File: config.mk
export PLATFORM = sky130hd
export DESIGN_NAME = priority_address_encoder
export DESIGN_NICKNAME = d
export VERILOG_FILES = /design/src/rtl/priority_address_encoder_pkg.sv /design/src/rtl/priority_address_encoder_find_first_set.sv /design/src/rtl/priority_address_encoder.sv
export SDC_FILE = /design/constraint.sdc
export NUM_CORES = 1
export LEC_CHECK = 0
export CAP_MARGIN = 20
export CORE_MARGIN = 2
export CORE_UTILIZATION = 25
export DETAILED_ROUTE_END_ITERATION = 10
export GPL_TIMING_DRIVEN = 0
export PLACE_DENSITY = 0.45
export RECOVER_POWER = 50
export REMOVE_ABC_BUFFERS = 1
export SKIP_LAST_GASP = 1
export SLEW_MARGIN = 20
export SYNTH_ARGS = -nofsm -noshare
export SYNTH_HDL_FRONTEND = slang
export SYNTH_HIERARCHICAL = 1
export SYNTH_SLANG_ARGS = --single-unit
File: constraint.sdc
create_clock -name clk -period 2.76 [get_ports clk]
set_input_delay 0.552 -clock clk [delete_from_list [all_inputs] [get_ports clk]]
set_output_delay 0.552 -clock clk [all_outputs]
set_load 0.05 [all_outputs]
File: src/rtl/priority_address_encoder_pkg.sv
// Shared types and helpers for the priority address encoder.
// Optional round-robin selection is enabled by PRIORITY_ENCODER_ROUND_ROBIN_EN.
package priority_address_encoder_pkg;

   localparam int unsigned N_IN_DEFAULT = 4;

   // Helpers search a zero-extended vector of this fixed width, so N_IN must not exceed it.
   localparam int unsigned FFS_MAX_W = 64;
   localparam int unsigned FFS_IDX_W = $clog2(FFS_MAX_W);

   typedef enum logic {
      IDLE  = 1'b0,
      SERVE = 1'b1
   } state_e;

   typedef struct packed {
      logic                 found;
      logic [FFS_IDX_W-1:0] idx;
   } ffs_t;

   // Lowest set bit index; scanning downwards lets the lowest hit win.
   function automatic ffs_t lsb_index(input logic [FFS_MAX_W-1:0] vec);
      ffs_t r;
      r = '0;
      for (int i = FFS_MAX_W - 1; i >= 0; i--) begin
         if (vec[i]) begin
            r.found = 1'b1;
            r.idx   = FFS_IDX_W'(i);
         end
      end
      return r;
   endfunction

   function automatic logic is_one_hot(input logic [FFS_MAX_W-1:0] vec);
      return (vec != '0) && ((vec & (vec - FFS_MAX_W'(1))) == '0);
   endfunction

endpackage

File: src/rtl/priority_address_encoder_find_first_set.sv
// Combinational search for the first set bit at or after a start index, wrapping.
module priority_address_encoder_find_first_set
   import priority_address_encoder_pkg::*;
#(
   parameter  int unsigned N_IN   = N_IN_DEFAULT,
   localparam int unsigned ADDR_W = $clog2(N_IN)
) (
   input  logic [N_IN-1:0]   vec,
   input  logic [ADDR_W-1:0] start,
   output logic [ADDR_W-1:0] index_c,
   output logic              found_c
);

   logic [N_IN-1:0] rotated;
   ffs_t            res;

   // Rotate so bit 'start' lands at position 0; N_IN is a power of two so the sum wraps.
   always_comb begin
      rotated = '0;
      for (int unsigned i = 0; i < N_IN; i++) begin
         rotated[i] = vec[ADDR_W'(i) + start];
      end
   end

   always_comb begin
      res     = lsb_index(FFS_MAX_W'(rotated));
      found_c = res.found;
      index_c = ADDR_W'(res.idx + FFS_IDX_W'(start));
   end

endmodule

File: src/rtl/priority_address_encoder.sv
// Serializes a captured multi-hot request vector into one binary address per handshake.
// Define PRIORITY_ENCODER_ROUND_ROBIN_EN for rotating (round-robin) selection.
module priority_address_encoder
   import priority_address_encoder_pkg::*;
#(
   parameter  int unsigned N_IN   = N_IN_DEFAULT,
   localparam int unsigned ADDR_W = $clog2(N_IN)
) (
   input  logic              clk,
   input  logic              rst_n,
   input  logic              enable,
   input  logic [N_IN-1:0]   req_in,
   input  logic              req_load,
   output logic              load_ready,
   output logic              out_valid,
   input  logic              out_ready,
   output logic [ADDR_W-1:0] address,
   output logic              out_last,
   output logic [N_IN-1:0]   pending
);

   state_e            state_q;
   state_e            state_next;
   logic [N_IN-1:0]   pending_next;
   logic [ADDR_W-1:0] start;
   logic [ADDR_W-1:0] sel_index;
   logic              sel_found;

`ifdef PRIORITY_ENCODER_ROUND_ROBIN_EN
   logic [ADDR_W-1:0] ptr_q;
   logic [ADDR_W-1:0] ptr_next;
   assign start = ptr_next;
`else
   assign start = '0;
`endif

   // Selection looks at next-cycle state so address/out_last can be registered.
   priority_address_encoder_find_first_set #(.N_IN(N_IN)) u_ffs (
      .vec     (pending_next),
      .start   (start),
      .index_c (sel_index),
      .found_c (sel_found)
   );

   always_comb begin
      state_next   = state_q;
      pending_next = pending;
`ifdef PRIORITY_ENCODER_ROUND_ROBIN_EN
      ptr_next     = ptr_q;
`endif
      case (state_q)
         IDLE: begin
            if (req_load) begin
               pending_next = req_in & {N_IN{enable}};
               if (pending_next != '0) state_next = SERVE;
            end
         end
         SERVE: begin
            if (out_ready) begin
               pending_next = pending & ~(N_IN'(1) << address);
`ifdef PRIORITY_ENCODER_ROUND_ROBIN_EN
               ptr_next     = address + ADDR_W'(1);
`endif
               if (out_last) state_next = IDLE;
            end
         end
         default: state_next = IDLE;
      endcase
   end

   always_ff @(posedge clk or negedge rst_n) begin
      if (!rst_n) begin
         state_q    <= IDLE;
         pending    <= '0;
         out_valid  <= 1'b0;
         load_ready <= 1'b1;
         address    <= '0;
         out_last   <= 1'b0;
      end else begin
         state_q    <= state_next;
         pending    <= pending_next;
         out_valid  <= (state_next == SERVE);
         load_ready <= (state_next == IDLE);
         address    <= sel_found ? sel_index : '0;
         out_last   <= is_one_hot(FFS_MAX_W'(pending_next));
      end
   end

`ifdef PRIORITY_ENCODER_ROUND_ROBIN_EN
   // Pointer survives across bursts; only reset clears it.
   always_ff @(posedge clk or negedge rst_n) begin
      if (!rst_n) ptr_q <= '0;
      else        ptr_q <= ptr_next;
   end
`endif

endmodule

# == After elaboration in Yosys (flattened, before gate mapping) ==
# Cells that the tools add are included.
# word_totals
elab_cells,30
register_bits,9
out_inout_bits,9
# classes
bitwise,6
mux,13
reduce_logical,4
n_shift,1
addsub,1
# ops
operator,n
AND 4 x 64 -> 64 bit,1
zero test 64 bit,1
two-way mux 7 bit,4
AND 4 bit,2
two-way mux 4 bit,2
case mux 4 bit (2 select lines),1
nonzero test 4 bit,2
subtractor 4 x 1 -> 5 bit (second input constant),1
two-way mux 1 bit,4
NOT 4 bit,1
left shift 1 x 2 -> 4 bit (first input constant),1
two-way mux 2 bit,1
NOT 1 bit,2
case mux 1 bit (2 select lines),1
logical AND 1 bit,1

# == Longest topological paths before layout ==
# Gate-level depths: netlist (run 1).
# logic_depth
word_depth,10
mapped_depth,12

# == Cells and area by module ==
# Netlist (run 1), hierarchy kept.
# by_module_without_submodules
mod,seq_area_each_um2,area_per_inst_um2,instances,cells_each
priority_address_encoder,226.5,439.2,1,36
priority_address_encoder_find_first_set,0.0,166.4,1,25

# == Least setup slack after synthesis (run 1) ==
# OpenSTA, ideal clock, no wires.
# synth_path
path_type,register to register
startpoint,register state_q
endpoint,register address[0]
arrival_ps,2384
setup_ps,119
stages_incl_launch_ff,11
setup_slack_ps,257
t_required_ps,2641
cell_sequence,dfrtp_1 -> nor2b_2 -> a32o_1 -> a31oi_2 -> inv_1 -> nor2b_1 -> a21oi_1 -> o2bb2ai_1 -> o21a_1 -> ha_1 -> and2_1
# synth_via
elab_chain_len,7
# synth_lines
item,line,rtl
from (decl),priority_address_encoder.sv:22,state_e state_q;
from (signal assigned),priority_address_encoder.sv:80,state_q <= state_next;
NOT 1 bit,n/a,
case mux 4 bit (2 select lines) *,priority_address_encoder.sv:51,case (state_q)
named net pending_next[3],priority_address_encoder.sv:24,logic [N_IN-1:0] pending_next;
two-way mux 7 bit * (4 in series),priority_address_encoder_pkg.sv:26,if (vec[i]) begin
named net sel_index[0],priority_address_encoder.sv:26,logic [ADDR_W-1:0] sel_index;
two-way mux 2 bit *,priority_address_encoder.sv:84,address <= sel_found ? sel_index : '0;
to (signal assigned),priority_address_encoder.sv:84,
to (decl),priority_address_encoder.sv:17,"output logic [ADDR_W-1:0] address,"
# Mark *: on every way through the listed nets, which the timed path passes. The rest lies on a longest branch.

# == Final worst setup path (run 1) ==
# layout_path
startpoint,input port req_load
endpoint,register address[0]
# layout_via
elab_chain_len,7
# layout_lines
item,line,rtl
from (decl),priority_address_encoder.sv:13,"input logic req_load,"
two-way mux 4 bit,priority_address_encoder.sv:53,if (req_load) begin
case mux 4 bit (2 select lines),priority_address_encoder.sv:51,
named net pending_next[3],priority_address_encoder.sv:24,
two-way mux 7 bit (4 in series),priority_address_encoder_pkg.sv:26,
named net sel_index[0],priority_address_encoder.sv:26,
two-way mux 2 bit,priority_address_encoder.sv:84,
# The timed path passes the listed nets, and every way through them passes these cells.

==> flow_summary.ini, run 1 <==
[outcome]
status = finished clean

[drt]
vias = 553
wirelength_um = 1370
dr.pass1.iters = 4
drt-vias-per-instance = 4.77
drc = 0
drtAntennaViolNets = 0
post_drt_wl_per_cell_um = 11.8
drt_iter0_markers = 4

[global_route]
grtUsageTotal_pct = 10.5
grt_max_degree = 12
grt_pass1_vias = 467
use_met3_pct = 2.54
grt_pass1_wl_um = 2050
grtUsageMet1_pct = 11.1
grt.busiest_layer = met2
gr-usage-met2_pct = 17.1
antenna_found_initial = 0
gr-total-overflow = 0

[floorplanning]
core_mm2 = 0.00225
die_x_um = 53.2
ios = 18
dieArea_mm2 = 0.00283
die_h_um = 53.2
num_rows = 17
start_util_pct = 26.9

[critical_path]
startpoint_type = input pin
worst_r2r_endpoint = address[0]
slowest_stage = clkdlybuf4s50_1
required_ps = 2910
crit_start = req_load
r2r_slack_ps = 370
reg2reg_depth = 10
crit_top_cell = nor2b_1
cp_max_fo = 6
r2r-start = state_q
worstPathArrival_ps = 2780
slowest_delay_ps = 440
crit_chain = clkdlybuf4s50_1, nor2b_1, a32o_1, a31oi_2, inv_2, nor2b_1, a21oi_1, o2bb2ai_1, o21a_1, ha_1, and2_1
cp-end-kind = flop
setup.worst_path.end = address[0]
crit_type = input pin to flop

[clock_network]
clockBufferDepth = 2
clkTransAtPathRegs_ps = 60
cts_sinks = 9
clk_latency_ps = 260
cts_root_buffer = clkbuf_4
post-cts-setup-buffers = 0
cts_made_buffers = 3
cts_tree = yes
cts_htree_levels = 1

[cells_and_area]
fillers = 244
mostFrequentLayoutCells = 15 x clkdlybuf4s50_1, 8 x dfrtp_1, 8 x conb_1, 4 x nor2_1, 4 x nand2_1
final_area_um2 = 856
layout-drive-gt1-share_pct = 12.5
instances_no_fill = 116
area_growth_syn_to_layout_pct = 41.3
nNetsFinal = 99
antenna_cells = 0
layout_commonest_cell = clkdlybuf4s50_1

[placement]
routabilityCongestion = 0.685
postPlaceCellArea_um2 = 832
numPortBuffers = 17
dp.cells = 112

[timing]
rsz0062_at_grt = false
worst_clock_skew_ps = 0.544
slew_violations = 0
tightest_slew_ps = 498
setup_viol = 0
hold_viol = 0
max_freq_ghz = 0.380
min_period_ps = 2630
finalCritPeriodShare_pct = 95.4
max_slew_margin_pct = 66.7

[power_and_ir_drop]
p_leak_nw = 0.343
ir_drop_uv = 416
power_density_mw_per_mm2 = 1270

[yosys]
synthCells = 61
yosys.area.top_type_share_pct = 33.1
netlist_area_um2 = 606
synth_area_leaders = dfrtp_1 33%, a32o_1 5.0%, dfstp_2 4.3%
ys_ff_latch = 9
synth_ff_type = dfrtp_1
synth_cell_types = 35
ys_async_sr_fraction_pct = 100
synth_edf_count = 0
seq_area_frac_synth_pct = 37.4
avgSynthCellArea_um2 = 9.93
yosysWarningCount = 6
synth_top_cell_by_area = dfrtp_1

[run]
cap_violations = 0

[min_path]
hold_depth = 1
min_path_type = flop to flop
-- metrics by stage --
| stage | setup TNS (ps) | total power [W] | utilization [%] | setup WS (ps) | hold slack (ps) |
|---|---|---|---|---|---|
| 6_report | 0 | 0.00109 | 38.0 | 128 | 500 |
| 2_1_floorplan | 0 | 0.000798 | - | 257 | 256 |
| 3_5_place_dp | -278 | 0.000996 | 36.9 | -184 | 499 |
| 3_3_place_gp | -282 | 0.000996 | 36.9 | -191 | 489 |
| 5_1_grt | 0 | 0.00117 | 38.0 | 22.8 | 519 |
| 4_1_cts | 0 | 0.00110 | 38.1 | 93.9 | 507 |
-- power breakdown --
part / leakage, nW / switching, W / internal [W] / total, W
sequential: 0.113 / 0.0000577 / 0.000198 / 0.000256
combinational: 0.215 / 0.000430 / 0.000301 / 0.000732
clock: 0.0150 / 0.0000461 / 0.0000557 / 0.000102
-- worst min-delay path by stage --
stage	startpoint	endpoint
4_1_cts	out_last	state_q
5_1_grt	out_last	state_q
2_1_floorplan	rst_n	address[0]
3_5_place_dp	out_last	state_q
3_3_place_gp	out_last	state_q
6_report	out_last	state_q
-- logic make-up (layout without fill, tap and decap cells) --
family | count (synthesis) | after routing | share of synthesized area [%]
xor+xnor | 3 | 3 | 4.34
flops | 9 | 9 | 37.4
fa+ha+maj | 1 | 1 | 2.07
buf+inv | 4 | 24 | 2.69
simple gates | 24 | 24 | 24.2
compound gates | 18 | 18 | 26.2
other cells | 1 | 8 | 0.619
mux | 1 | 1 | 2.48
-- timing repair --
action / 4_1_cts / 5_1_grt
hold buffers: 0 / 0
endpoints found under the setup margin: 0 / 1
gates resized for setup: 0 / 1
-- synth_stat cells, drive strengths merged (2+ instances only) --
master and n:
nand2 4, a21oi 2, inv 3, nor2 4, xnor2 3, a32o 3, a31oi 4, a31o 2
dfrtp 8, and2 2, nand3b 2, nand4b 2, nor2b 3
-- routing by layer --
layer | wire length [um] | vias to the layer above
met5 | 0 | -
met1 | 612 | 250
met2 | 610 | 19
met4 | 46 | 0
li1 | - | 280
met3 | 100 | 4
-- sequential cells by signal, summed over array words and instances (netlist names) --
name,cells
address,2
load_ready,1
out_last,1
pending,4
state_q,1
-- area by class of cell --
cell class                 instances  area [um^2]  share of cell area [%]
clock buffer                       4         26.3                    3.07
inverter                           3         11.3                    1.32
timing repair buffer              17          170                    19.9
sequential                         9          226                    26.5
tap                               28         35.0                    4.09
multi-input combinational         55          387                    45.2
-- worst max-delay path, delay by kind of cell --
| kind | cells | cell delay (ps) |
|---|---|---|
| compound gates | 5 | 920 |
| fa+ha+maj | 1 | 260 |
| buf+inv | 2 | 550 |
| simple gates | 3 | 500 |
(Power assumes the default switching activity.)
==> run 2, diff against run 1 <==
--- a/config.mk
+++ b/config.mk
@@ -5,9 +5,11 @@
 export SDC_FILE = /design/constraint.sdc
 export NUM_CORES = 1
 export LEC_CHECK = 0
+export ABC_CLOCK_PERIOD_IN_PS = 2760
 export CAP_MARGIN = 20
 export CORE_MARGIN = 2
 export CORE_UTILIZATION = 25
+export CTS_CLUSTER_SIZE = 20
 export DETAILED_ROUTE_END_ITERATION = 10
 export GPL_TIMING_DRIVEN = 0
 export PLACE_DENSITY = 0.45
==> results of run 2 <==
No change in the layout: final DEF, timing and power equal those of run 1.
==> run 3, diff against run 2 <==
--- a/config.mk
+++ b/config.mk
@@ -12,12 +12,11 @@
 export CTS_CLUSTER_SIZE = 20
 export DETAILED_ROUTE_END_ITERATION = 10
 export GPL_TIMING_DRIVEN = 0
-export PLACE_DENSITY = 0.45
+export PLACE_DENSITY = 0.48
 export RECOVER_POWER = 50
 export REMOVE_ABC_BUFFERS = 1
 export SKIP_LAST_GASP = 1
 export SLEW_MARGIN = 20
 export SYNTH_ARGS = -nofsm -noshare
 export SYNTH_HDL_FRONTEND = slang
-export SYNTH_HIERARCHICAL = 1
 export SYNTH_SLANG_ARGS = --single-unit
==> run 3 against run 2 <==
Clock skew grew 2.3 ps; final area shrank 25%; via count shrank 31%; critical path depth shrank 6; clock power shrank 5%; worst hold slack lost 7.8 ps; largest power group unchanged; largest cell class is now flip-flops and latches; combinational power shrank 28%; non-clock buffer count is the same; fmax grew 15%.
==> flow_summary.ini, run 3 <==
[timing]
tightest_slew_ps = 789
worst_clock_skew_ps = 2.83
setup_viol = 0
slew_violations = 0
hold_viol = 0
max_slew_margin_pct = 46.9
max_freq_ghz = 0.436
tns_ps = 0
min_period_ps = 2290
finalCritPeriodShare_pct = 83.1
rsz0062_at_grt = false
setup_ws_ps = 467

[global_route]
grt_max_degree = 10
antenna_found_initial = 0
gr-total-overflow = 0
grtUsageTotal_pct = 10.8
grt_pass1_wl_um = 1580
grt_pass1_vias = 375

[drt]
route.met3.wl_um = 77
top_layer_used = met3
drc = 0
drtAntennaViolNets = 0
dr.pass1.iters = 4
drt_iter0_markers = 6
wirelength_um = 1010
vias = 383
drt-met1-wl_um = 484
wl_met2_um = 444
post_drt_wl_per_cell_um = 13.1
drt-vias-per-instance = 4.97

[cells_and_area]
layout-drive-gt1-share_pct = 10.0
fillers = 164
reg_top3 = pending (4), address (2)
largest_reg_flops = 4
area_growth_syn_to_layout_pct = 47.0
largest-register = pending
antenna_cells = 0
layout_commonest_cell = clkdlybuf4s50_1
instances_no_fill = 77
post-route-util_pct = 38.2
nNetsFinal = 70
mostFrequentLayoutCells = 15 x clkdlybuf4s50_1, 8 x dfrtp_1, 4 x nand2_1, 4 x nor2_1

[yosys]
synth.most_common_cell = dfrtp_1
yosys.area.top_type_share_pct = 45.6
synth_top_cell_by_area = dfrtp_1
yosysWarningCount = 0
ys_ff_latch = 9
ys_async_sr_fraction_pct = 100
synth_area_leaders = dfrtp_1 46%, dfstp_2 6.0%, a31oi_1 4.3%
synth_common_cells = 8 x dfrtp_1, 4 x nand2_1, 4 x nor2_1, 3 x a31oi_1, 3 x nand3_1
synth_edf_count = 0
synthCells = 39
synth_cell_types = 21
avgSynthCellArea_um2 = 11.3
synth_ff_type = dfrtp_1
seq_area_frac_synth_pct = 51.6
netlist_area_um2 = 439

[floorplanning]
die_h_um = 45.9
start_util_pct = 26.0
die_x_um = 45.9
dieArea_mm2 = 0.00211
num_rows = 15
ios = 18
core_mm2 = 0.00169

[power_and_ir_drop]
sw_frac_of_total_pct = 49.5
p_int_w = 0.000442
combPwrFrac_pct = 60.2
p_clk_share_pct = 11.0
netSwitchingPower_w = 0.000434
p_leak_nw = 0.263
ir_drop_uv = 495
p_seq_share_pct = 28.8
power_density_mw_per_mm2 = 1360

[placement]
preCtsSetupSlack_ps = 459
numPortBuffers = 17
dp.cells = 73
routabilityCongestion = 0.750
post-dp-hpwl_um = 815

[critical_path]
crit_type = input pin to flop
required_ps = 2900
r2r_slack_ps = 880
worstPathArrival_ps = 2430
startpoint_type = input pin
cp-end-kind = flop
cp_max_fo = 6

[outcome]
status = finished clean

[clock_network]
clkTransAtPathRegs_ps = 60
ctsResizeCount = 0
holdBufCountCts = 0
clk_latency_ps = 250
cts_root_buffer = clkbuf_4
clockBufferDepth = 2
cts_sinks = 9
post-cts-setup-buffers = 0
cts_htree_levels = 1
cts_made_buffers = 3
cts_tree = yes

[min_path]
min_path_type = flop to flop

[run]
cap_violations = 0
[run 3: cell type report]
cell class | instances | area, um^2 | share of cell area [%]
multi-input cells | 29 | 198 | 30.6
repair buffers | 17 | 170 | 26.4
flip-flops and latches | 9 | 226 | 35.1
inverters | 1 | 3.75 | 0.581
clock buffers | 4 | 26.3 | 4.07
well taps | 17 | 21.3 | 3.29
[run 3: power by group through the flow]
| stage | clock, W | sequential, W | combinational (W) |
|---|---|---|---|
| 6_report | 0.0000967 | 0.000252 | 0.000527 |
| 3_3_place_gp | 0 | 0.000261 | 0.000542 |
| 4_1_cts | 0.000103 | 0.000257 | 0.000545 |
| 2_1_floorplan | 0 | 0.000453 | 0.000174 |
| 5_1_grt | 0.000108 | 0.000262 | 0.000562 |
| 3_5_place_dp | 0 | 0.000260 | 0.000544 |
[run 3: kinds of logic after synthesis]
logic type / count (synthesis) / share of synthesized area (%)
compound gates: 10 / 19.7
xor+xnor: 1 / 1.99
buf+inv: 1 / 0.854
flops: 9 / 51.6
simple gates: 18 / 25.9
[run 3: worst paths after layout]
check | startpoint | endpoint | cells past startpoint
setup / recovery | req_load | out_last | 5
hold reg to reg | out_last | state_q | 1
min in group asynchronous | rst_n | state_q | 1
hold / removal | out_last | state_q | 1
setup reg to reg | state_q | out_last | 4
max in group asynchronous | rst_n | load_ready | 1
[run 3: worst max-delay path, stage by stage]
cell and delay, ps:
dlygate4sd3_1 570, nor2b_1 190, o21ai_0 660, nor2_1 110, a221o_1 340
[run 3: routing by layer]
layer	vias to the layer above	GRT usage, %
met5	-	0
li1	194	-
met4	0	6.86
met3	0	2.78
met2	12	14.7
met1	177	14.8
[run 3: per-stage QoR]
stage	total power, W	area, um^2	hold WS (ps)
finish	0.000876	646	492
global route	0.000933	646	526
CTS	0.000905	657	501
detailed placement	0.000804	631	493
global placement	0.000804	631	484
floorplan	0.000627	439	256
